===== config.mk =====
export PLATFORM = sky130hd
export DESIGN_NAME = hazard_stall_ctrl
export DESIGN_NICKNAME = d
export VERILOG_FILES = /design/src/rtl/hazard_stall_ctrl.sv
export SDC_FILE = /design/constraint.sdc
export NUM_CORES = 1
export LEC_CHECK = 0
export ABC_CLOCK_PERIOD_IN_PS = 2400
export BUFFER_PORTS_ARGS = -buffer_cell sky130_fd_sc_hd__buf_2
export CAP_MARGIN = 20
export CORE_MARGIN = 4
export CORE_UTILIZATION = 46
export CTS_CLUSTER_SIZE = 14
export DETAILED_ROUTE_END_ITERATION = 10
export GPL_ROUTABILITY_DRIVEN = 0
export PLACE_DENSITY_LB_ADDON = 0.1
export SETUP_SLACK_MARGIN = 0.05
export SYNTH_ARGS = -nofsm -noshare
export SYNTH_HDL_FRONTEND = slang
export SYNTH_SLANG_ARGS = --single-unit

===== constraint.sdc =====
create_clock -name clk -period 2.4 [get_ports clk]
set_clock_uncertainty 0.05 [all_clocks]
set_input_delay 0.6 -clock clk [delete_from_list [all_inputs] [get_ports clk]]
set_output_delay 0.6 -clock clk [all_outputs]
set_load 0.02 [all_outputs]

===== src/rtl/hazard_stall_ctrl.sv =====
// Pipeline stall/bubble controller: load-use, load-to-branch and MDU-busy hazards,
// plus the MDU busy-window sequencer and a saturating stall-cycle counter.
module hazard_stall_ctrl #(
  parameter int MUL_CYCLES = 4,
  parameter int DIV_CYCLES = 32,
  parameter int CNT_W      = 16
) (
  input  logic             clk,
  input  logic             rst,
  input  logic [4:0]       id_RFR1,
  input  logic [4:0]       id_RFR2,
  input  logic             id_UseRs,
  input  logic             id_UseRt,
  input  logic             id_Branch,
  input  logic             id_MduUse,
  input  logic             exe_RegWrite,
  input  logic             exe_MemRead,
  input  logic [4:0]       exe_RegisterRd,
  input  logic             mem_MemRead,
  input  logic [4:0]       mem_RegisterRd,
  input  logic             exe_MulStart,
  input  logic             exe_DivStart,
  output logic             PCWrite,
  output logic             IFIDWrite,
  output logic             IDEXFlush,
  output logic             mdu_busy,
  output logic             mdu_done,
  output logic [1:0]       stall_cause,
  output logic [CNT_W-1:0] stall_cycles
);

  // state  | meaning
  // S_IDLE | no MDU operation in flight
  // S_BUSY | MDU computing; r_cnt counts remaining cycles down to 0
  localparam int MAX_C = (DIV_CYCLES > MUL_CYCLES) ? DIV_CYCLES : MUL_CYCLES;
  localparam int CW    = (MAX_C > 1) ? $clog2(MAX_C) : 1;

  typedef enum logic {S_IDLE = 1'b0, S_BUSY = 1'b1} state_t;

  state_t           r_state, w_state_nxt;
  logic [CW-1:0]    r_cnt, w_cnt_nxt;
  logic [CNT_W-1:0] r_stall_cycles;

  logic w_ex_match, w_mem_match;
  logic w_load_use, w_br_load, w_mdu_haz, w_stall;
  logic w_unused;

  // ALU results are bypassed, so the EX write enable never contributes to a stall.
  assign w_unused = exe_RegWrite;

  always_ff @(posedge clk) begin
    if (rst) begin
      r_state <= S_IDLE;
      r_cnt   <= '0;
    end else begin
      r_state <= w_state_nxt;
      r_cnt   <= w_cnt_nxt;
    end
  end

  always_comb begin
    w_state_nxt = r_state;
    w_cnt_nxt   = r_cnt;
    case (r_state)
      S_IDLE: begin
        if (exe_DivStart) begin
          w_state_nxt = S_BUSY;
          w_cnt_nxt   = CW'(DIV_CYCLES - 1);
        end else if (exe_MulStart) begin
          w_state_nxt = S_BUSY;
          w_cnt_nxt   = CW'(MUL_CYCLES - 1);
        end
      end
      S_BUSY: begin
        if (r_cnt == '0) w_state_nxt = S_IDLE;
        else             w_cnt_nxt   = r_cnt - 1'b1;
      end
      default: w_state_nxt = S_IDLE;
    endcase
  end

  always_comb begin
    mdu_busy = (r_state == S_BUSY);
    mdu_done = (r_state == S_BUSY) && (r_cnt == '0);
  end

  assign w_ex_match  = (exe_RegisterRd != 5'd0) &&
                       ((id_UseRs && (exe_RegisterRd == id_RFR1)) ||
                        (id_UseRt && (exe_RegisterRd == id_RFR2)));
  assign w_mem_match = (mem_RegisterRd != 5'd0) &&
                       ((id_UseRs && (mem_RegisterRd == id_RFR1)) ||
                        (id_UseRt && (mem_RegisterRd == id_RFR2)));

  assign w_load_use = exe_MemRead && w_ex_match;
  assign w_br_load  = id_Branch && (w_load_use || (mem_MemRead && w_mem_match));
  assign w_mdu_haz  = mdu_busy && id_MduUse;
  assign w_stall    = !rst && (w_load_use || w_br_load || w_mdu_haz);

  always_comb begin
    PCWrite     = !w_stall;
    IFIDWrite   = !w_stall;
    IDEXFlush   = w_stall;
    stall_cause = 2'b00;
    if (!rst) begin
      if (w_mdu_haz)       stall_cause = 2'b11;
      else if (w_br_load)  stall_cause = 2'b10;
      else if (w_load_use) stall_cause = 2'b01;
    end
  end

  always_ff @(posedge clk) begin
    if (rst)
      r_stall_cycles <= '0;
    else if (w_stall && (r_stall_cycles != {CNT_W{1'b1}}))
      r_stall_cycles <= r_stall_cycles + 1'b1;
  end

  assign stall_cycles = r_stall_cycles;

endmodule


After elaboration in Yosys (flattened, before gate mapping)
Cells that the tools add are included.
- latch bits: 0
- bits in writable memories: 0
- output and inout bits: 23
- memories: 0
- bits in registers: 22
- logic and storage cells: 49
- bits in read-only memories: 0
- bitwise gates (word level): 1
- reduce and logical (&&, ||, !) cells: 24
- multiplexer cells: 12
- $lt $le $gt $ge: 0
- add/sub/neg operators: 2
- shifts and indexed selects: 0
- equality and inequality tests: 7
- multiply operators: 0
- div/mod/pow operators: 0
- operators by type and width (kind ; number):
    == test 5 bit ; 4
    adder 16 x 1 -> 16 bit, second input constant ; 1
    inequality test 16 bit, second input constant ; 1
    2-to-1 mux 5 bit ; 3
    logical AND 1 bit ; 13
    one-hot mux 5 bit (2 select lines) ; 1
    nonzero test 5 bit ; 2
    2-to-1 mux 2 bit ; 3
    logical NOT 5 bit ; 1
    logical OR 1 bit ; 5
    subtractor 5 x 1 -> 5 bit, second input constant ; 1
    2-to-1 mux 1 bit ; 4
    inequality test 3 bit, second input constant ; 1
    logical NOT 1 bit ; 2
    inequality test 2 bit, second input constant ; 1
    one-hot mux 1 bit (2 select lines) ; 1
    AND reduction 2 bit ; 1
    NOT 1 bit ; 1

Depth between registers and ports, before layout
Gate-level depths: netlist (run 1).
- depth after elaboration: 11
- gate-level depth with buffers: 7

Worst setup path after synthesis (run 1)
OpenSTA, ideal clock, no wires.
- path type: input-to-output
- from: in exe_RegisterRd[1]
- to: out IDEXFlush
- slack: -664 ps
- buffers on the path: 0
- required time: 1750 ps
- cell stages on the path: 5
- arrival time: 2414 ps
- cell sequence: or4_1 o21a_2 a22o_1 o21ai_0 inv_1
- longest elaborated chain between the ends: 10
- elaborated cells between the ends (all ways): 13
- ends and longest elaborated chain (what ; line ; text):
    start, declared ; 18 ; input logic [4:0] exe_RegisterRd,
    == test 5 bit (on tied branches) ; 88, 89 ;
    logical AND 1 bit (on tied branches) ; 88, 89 ;
    logical OR 1 bit ; 88 ; ((id_UseRs && (exe_RegisterRd == id_RFR1)) ||
    logical AND 1 bit * ; 87 ; assign w_ex_match = (exe_RegisterRd != 5'd0) &&
    logical AND 1 bit * ; 94 ; assign w_load_use = exe_MemRead && w_ex_match;
    logical OR 1 bit ; 95 ; assign w_br_load = id_Branch && (w_load_use || (mem_MemRead && w_mem_match));
    logical AND 1 bit ; 95 ;
    logical OR 1 bit * (2 in a row) ; 97 ; assign w_stall = !rst && (w_load_use || w_br_load || w_mdu_haz);
    logical AND 1 bit * ; 97 ;
    end, declared ; 25 ; output logic IDEXFlush,
Mark *: on every way between the ends. The rest lies on a longest branch, timed or not.

Final worst setup path (run 1)
Ends and elaborated chain as after synthesis.

==> flow_summary.yaml, run 1 <==
sta:
  setup_viol_count_final: 5
  fin_setup_tns_ns: -1.17
  fmax_mhz: 372
  final.min_clock_period_ns: 2.69
  timing_hold_violations_final: 0
  layout_setup_ws_ns: -0.286
  worst_slew_pin_slew_ns: 0.480
  timing.slew.headroom: 0.677
  grt_setup_unrepaired: "true"
  timing_max_transition_violations_final: 0
  period_share: 1.12
final_layout:
  layout.filler_cells: 317
  antenna_cells: 0
  num-nets-final: 317
  drive_gt1_frac: 0.500
  finalNonFillerCells: 330
  mostFrequentLayoutCells: "buf_2 (46), buf_4 (26), dfxtp_1 (22)"
  layout-area-overhead-vs-synth_pct: 43.6
  utilization: 0.688
  final_common_cell: "buf_2"
clocking:
  clock_tree.htree_level_count: 1
  clk_transition_reported_paths_ns: 0.09
  numCtsBuffers: 3
  clk-insertion-delay-late_ns: 0.26
  ctsRootBufferMaster: "clkbuf_8"
  clock-sinks: 22
  cts_tree: "built"
  buffer_depth_of_the_longest_clock_path: 2
critical_path:
  element_type_at_the_critical_path_end: "primary output"
  crit_fanout: 3
  critical_r2r_capture: "stall_cycles[13]$_SDFFE_PP0P_"
  timing.critical_path.arrival_ns: 2.04
  cpPeakStageDelay_ns: 0.53
  ff2ff_setup_slack_ns: 0.21
  worst_path_most_repeated_cell: "buf_6"
  worstReg2RegStart: "stall_cycles[0]$_SDFFE_PP0P_"
  worst_setup_path_start_kind: "primary input"
  critical_path.slowest_cell: "or4_4"
  worstPathRequired_ns: 1.75
  r2r_cells: 8
  timing_worst_setup_path_type: "primary input to primary output"
  path_cells: "buf_6 -> or4_4 -> o21a_4 -> a22o_4 -> o21ai_4 -> inv_2 -> buf_6"
hold_path:
  min_delay_worst_endpoint: "r_cnt[4]$_SDFFE_PP0P_"
  holdCritPathClass: "register to register"
  holdPathStages: 2
  hold_start: "r_cnt[4]$_SDFFE_PP0P_"
drt:
  dr_total_vias: 1765
  route.detailed.vias_per_inst: 5.35
  wl_mm: 4.67
  drt-wirelength-per-cell_microns: 14.2
  drt-pass1-iter-count: 4
  remaining_drc_errors: 0
  detail-route-antenna-nets: 0
  first_drt_iteration_drcs: 66
grt:
  vias_in_the_first_global_route: 1684
  grt_first_pass_wirelength_mm: 7.37
  grt.total_usage: 0.176
  grt_antenna_before_repair: 0
  largest_net_degree_at_the_start_of_global_routing: 16
  global_route.overflow_total: 0
run_status:
  violations: "negative setup slack"
  status: "finished with violations"
power_and_ir_drop:
  post-layout-total-power_mw: 0.969
  max-vdd-ir-drop_uv: 345
  p_leak_nw: 1.12
  power.density_nw_per_um2: 385
synthesis:
  netlist-cell-type-count: 53
  top_ff_cell_synth: "dfxtp_1"
  netlist_instances: 201
  post_synthesis_area_per_instance_sq_um: 8.73
  synth_warnings: 0
  syn-cell-area_sq_um: 1750
  synth-edff-count: 0
  ys_seq_area_frac: 0.251
  postSynthNetCount: 235
  asyncSetResetFlopFracSynth: 0
  synth.ff_latch_count: 22
job:
  max_capacitance_violation_count: 0
placed_design:
  dp_slack_ns: -0.352
  placedCellCount: 320
  post-dp-hpwl_mm: 3.43
  port-buffer-count: 52
die:
  fp-row-count: 22
  die-width_microns: 69.8
  core_sq_um: 3660
  boundaryPins: 54
  floorplan.initialDensity: 0.479
  chipHeight_microns: 69.8
  die-area_sq_um: 4870
## repair_timing
action                                 in CTS  in global routing
resized for setup                          16                 30
hold buffers                                0                  0
buffers inserted                            3                  2
endpoints found under the hold margin       0                  0
cloned                                      0                  1
setup endpoints to repair                   7                 15
pin swaps                                   4                 14
## sequential cells by signal, indices dropped and copies added, names as in the netlist
register	count
mdu_busy	1
r_cnt	5
stall_cycles	16
## kinds of logic (layout without fill, tap and decap cells)
logic type	after synthesis	after routing	synth area share
AOI/OAI and AO/OA	51	51	0.230
adders and majority gates	3	3	0.0214
buffers and inverters	21	102	0.0742
and+or+nand+nor	73	73	0.244
muxes	11	11	0.0792
xor gates and xnor gates	20	20	0.0999
DFF	22	22	0.251
## cells in the mapped netlist, types with 2 or more instances
cell type	number	share of area
inv_1	13	0.028
nor2b_1	10	0.036
xnor2_1	20	0.10
nand4_1	6	0.021
a211o_2	2	0.011
a21oi_1	10	0.029
a211oi_1	5	0.021
dfxtp_1	22	0.25
ha_1	3	0.021
nand3_1	5	0.014
clkbuf_8	4	0.031
nor3_1	4	0.011
nor2_1	20	0.043
o221a_2	2	0.013
and3_1	3	0.011
mux2_4	4	0.034
mux2_2	6	0.039
a2111oi_0	5	0.025
nand2_1	13	0.028
o211ai_1	2	0.0086
a211oi_2	3	0.021
or4_1	3	0.013
o21ai_0	6	0.017
## worst max path at each step
stage | cells after the start | end | start | slack [ns]
after floorplan | 5 | IDEXFlush | exe_RegisterRd[1] | -0.21
after CTS | 7 | IDEXFlush | exe_RegisterRd[1] | -0.30
after global routing | 7 | IDEXFlush | exe_RegisterRd[1] | -0.32
final | 7 | IDEXFlush | exe_RegisterRd[1] | -0.29
after detailed placement | 8 | IDEXFlush | mem_RegisterRd[1] | -0.35
after global placement | 8 | IDEXFlush | mem_RegisterRd[1] | -0.33
## where the power goes
| group | leakage (nW) | total [mW] | internal (mW) | switching, mW |
|---|---|---|---|---|
| sequential | 0.179 | 0.400 | 0.381 | 0.0189 |
| combinational | 0.910 | 0.298 | 0.146 | 0.152 |
| clock | 0.0288 | 0.271 | 0.146 | 0.125 |
| total | 1.12 | 0.969 | 0.673 | 0.296 |
## worst max-delay path: cells and delay by family
kind                   cells  cell delay, ns
AOI/OAI and AO/OA          3            0.65
and+or+nand+nor            1            0.53
buffers and inverters      3            0.26
## metal layers
layer / part of all wire / routed length, microns / track usage
met1: 0.43 / 2020 / 0.216
met3: 0.043 / 202 / 0.0348
met2: 0.51 / 2400 / 0.329
met4: 0.010 / 47 / 0.0149
met5: 0 / 0 / 0
## cell type report
cell class	count	area [sq um]	area share
clock buffer	4	55.1	0.0219
inverter	14	52.6	0.0209
tap	48	60.1	0.0238
sequential	22	440	0.175
timing repair buffer	84	561	0.223
multi-input combinational	158	1350	0.536
## through the flow
step                hold slack (ns)  cell area [sq um]
global placement              0.415               2230
global route                  0.495               2520
finish                        0.431               2520
CTS                           0.432               2360
detailed placement            0.420               2230
floorplan                     0.400               1790
Note: power is estimated with default switching activity, not from simulation.
==> inputs of run 2 (changes only) <==
--- a/config.mk
+++ b/config.mk
@@ -5,11 +5,11 @@
 export SDC_FILE = /design/constraint.sdc
 export NUM_CORES = 1
 export LEC_CHECK = 0
-export ABC_CLOCK_PERIOD_IN_PS = 2400
+export ABC_CLOCK_PERIOD_IN_PS = 3000
 export BUFFER_PORTS_ARGS = -buffer_cell sky130_fd_sc_hd__buf_2
 export CAP_MARGIN = 20
 export CORE_MARGIN = 4
-export CORE_UTILIZATION = 46
+export CORE_UTILIZATION = 51
 export CTS_CLUSTER_SIZE = 14
 export DETAILED_ROUTE_END_ITERATION = 10
 export GPL_ROUTABILITY_DRIVEN = 0
==> constraint.sdc (replaced) <==
create_clock -name clk -period 3 [get_ports clk]
set_clock_uncertainty 0.05 [all_clocks]
set_input_delay 0.9 -clock clk [delete_from_list [all_inputs] [get_ports clk]]
set_output_delay 0.9 -clock clk [all_outputs]
set_load 0.02 [all_outputs]
==> flow_summary.yaml, run 2 (synthesis results as in run 1) <==
final_layout:
  antenna_cells: 0
  layout-area-overhead-vs-synth_pct: 33.6
  largest_register_ffs: 16
  finalNonFillerCells: 317
  area.sequential_sq_um: 440
  final_common_cell: "buf_2"
  mostFrequentLayoutCells: "buf_2 (47), dfxtp_1 (22), nor2_1 (20), buf_4 (20), xnor2_1 (17)"
  finish.instance_area_sq_um: 2340
  utilization: 0.702
  drive_gt1_frac: 0.439
  num-nets-final: 306
  multi_input_area_sq_um: 1280
  layout.filler_cells: 301
drt:
  route.detailed.vias_per_inst: 5.52
  dr_total_vias: 1750
  first_drt_iteration_drcs: 99
  drt-pass1-iter-count: 4
  wl_mm: 4.42
  remaining_drc_errors: 0
  drt-wirelength-per-cell_microns: 13.9
  detail-route-antenna-nets: 0
power_and_ir_drop:
  p_leak_nw: 1.05
  switching_share: 0.295
  pwr-share-seq: 0.414
  max-vdd-ir-drop_uv: 209
  power.density_nw_per_um2: 331
  clock_power_share: 0.303
  post-layout-total-power_mw: 0.776
  internal_mw: 0.547
  switchingPower_mw: 0.229
  combPwrFrac: 0.283
die:
  chipHeight_microns: 66.6
  floorplan.initialDensity: 0.526
  die-width_microns: 66.6
  fp-row-count: 21
  die-area_sq_um: 4440
  boundaryPins: 54
  core_sq_um: 3340
clocking:
  ctsRootBufferMaster: "clkbuf_4"
  numCtsBuffers: 3
  clock_tree.htree_level_count: 1
  clk_transition_reported_paths_ns: 0.14
  clock-sinks: 22
  clk-insertion-delay-late_ns: 0.33
  buffer_depth_of_the_longest_clock_path: 2
  cts_tree: "built"
  cts_hold_buffers: 0
placed_design:
  post-dp-hpwl_mm: 3.34
  placedInstanceArea_sq_um: 2180
  placedCellCount: 311
  port-buffer-count: 52
critical_path:
  r2r_cells: 6
  timing.critical_path.arrival_ns: 2.32
  critical_r2r_capture: "stall_cycles[9]$_SDFFE_PP0P_"
  element_type_at_the_critical_path_end: "primary output"
  crit_fanout: 3
  worstReg2RegStart: "stall_cycles[0]$_SDFFE_PP0P_"
  worst_setup_path_start_kind: "primary input"
  timing_worst_setup_path_type: "primary input to primary output"
  worstPathRequired_ns: 2.05
  ff2ff_setup_slack_ns: 0.73
sta:
  fin_setup_tns_ns: -1.08
  setup_viol_count_final: 5
  timing_max_transition_violations_final: 0
  worst_slew_pin_slew_ns: 0.557
  period_share: 1.09
  final.min_clock_period_ns: 3.27
  layout_setup_ws_ns: -0.268
  grt_setup_unrepaired: "true"
  timing.slew.headroom: 0.619
  timing_hold_violations_final: 0
  fmax_mhz: 306
job:
  max_capacitance_violation_count: 0
run_status:
  violations: "negative setup slack"
  status: "finished with violations"
hold_path:
  holdPathStages: 2
  holdCritPathClass: "register to register"
  hold_start: "r_cnt[4]$_SDFFE_PP0P_"
  min_delay_worst_endpoint: "r_cnt[4]$_SDFFE_PP0P_"
grt:
  grt.total_usage: 0.206
  vias_in_the_first_global_route: 1681
  grt_antenna_before_repair: 0
  grt_first_pass_wirelength_mm: 7.25
  global_route.overflow_total: 0
  largest_net_degree_at_the_start_of_global_routing: 24
==> run 2: cell types whose count changed in the layout (fill, tap and decap cells not counted), moves of 2 or more <==
| cell | delta |
|---|---|
| xnor2_1 | +2 |
| buf_4 | -6 |
| a2111oi_0 | +5 |
| buf_6 | -7 |
| clkbuf_4 | +3 |
| a2111oi_2 | -5 |
| xnor2_2 | -2 |
| clkbuf_8 | -4 |
==> run 2: what timing repair did <==
| action | in CTS | in global routing |
|---|---|---|
| pin swaps | 1 | 5 |
| setup buffers | 1 | 2 |
| resized for setup | 13 | 8 |
| endpoints found under the setup margin | 5 | 5 |
==> run 2: stage by stage <==
stage	hold slack (ns)	setup slack, ns
after floorplan	0.400	-0.214
after global placement	0.412	-0.300
after detailed placement	0.419	-0.317
after CTS	0.437	-0.276
after global routing	0.485	-0.303
final	0.438	-0.268
==> run 2: metal layers <==
metal | vias to the layer above | track usage | routed length (microns)
met5 | - | 0 | 0
met4 | 0 | 0.0914 | 101
met3 | 9 | 0.0354 | 296
met2 | 50 | 0.334 | 2030
met1 | 816 | 0.265 | 1990
li1 | 875 | - | -
==> run 2: worst max-delay path by stage <==
stage	to	slack, ns	startpoint	cells after the start
floorplan	IDEXFlush	-0.21	exe_RegisterRd[1]	5
global placement	IDEXFlush	-0.30	mem_RegisterRd[1]	7
detailed placement	IDEXFlush	-0.32	mem_RegisterRd[1]	7
CTS	IDEXFlush	-0.28	exe_RegisterRd[1]	7
global route	IDEXFlush	-0.30	exe_RegisterRd[1]	7
finish	IDEXFlush	-0.27	exe_RegisterRd[1]	7
==> run 2: cell type report <==
type | count | share of cell area
clock buffers | 3 | 0.00961
clock inverters | 1 | 0.0128
inverters | 14 | 0.0224
multi-input cells | 158 | 0.546
flip-flops and latches | 22 | 0.188
well taps | 46 | 0.0246
repair buffers | 73 | 0.197
==> run 2: worst max-delay path, stage by stage <==
cell and delay [ns]:
buf_6 0.09, or4_4 0.52, o21a_4 0.22, a22o_4 0.23, o21ai_4 0.15, inv_1 0.05, buf_2 0.15
==> run 2: power groups by stage <==
stage	registers, mW	clock network [mW]	logic, mW
after floorplan	0.326	0	0.132
after global placement	0.327	0	0.200
after detailed placement	0.327	0	0.202
after CTS	0.321	0.237	0.211
after global routing	0.324	0.249	0.245
final	0.321	0.235	0.220
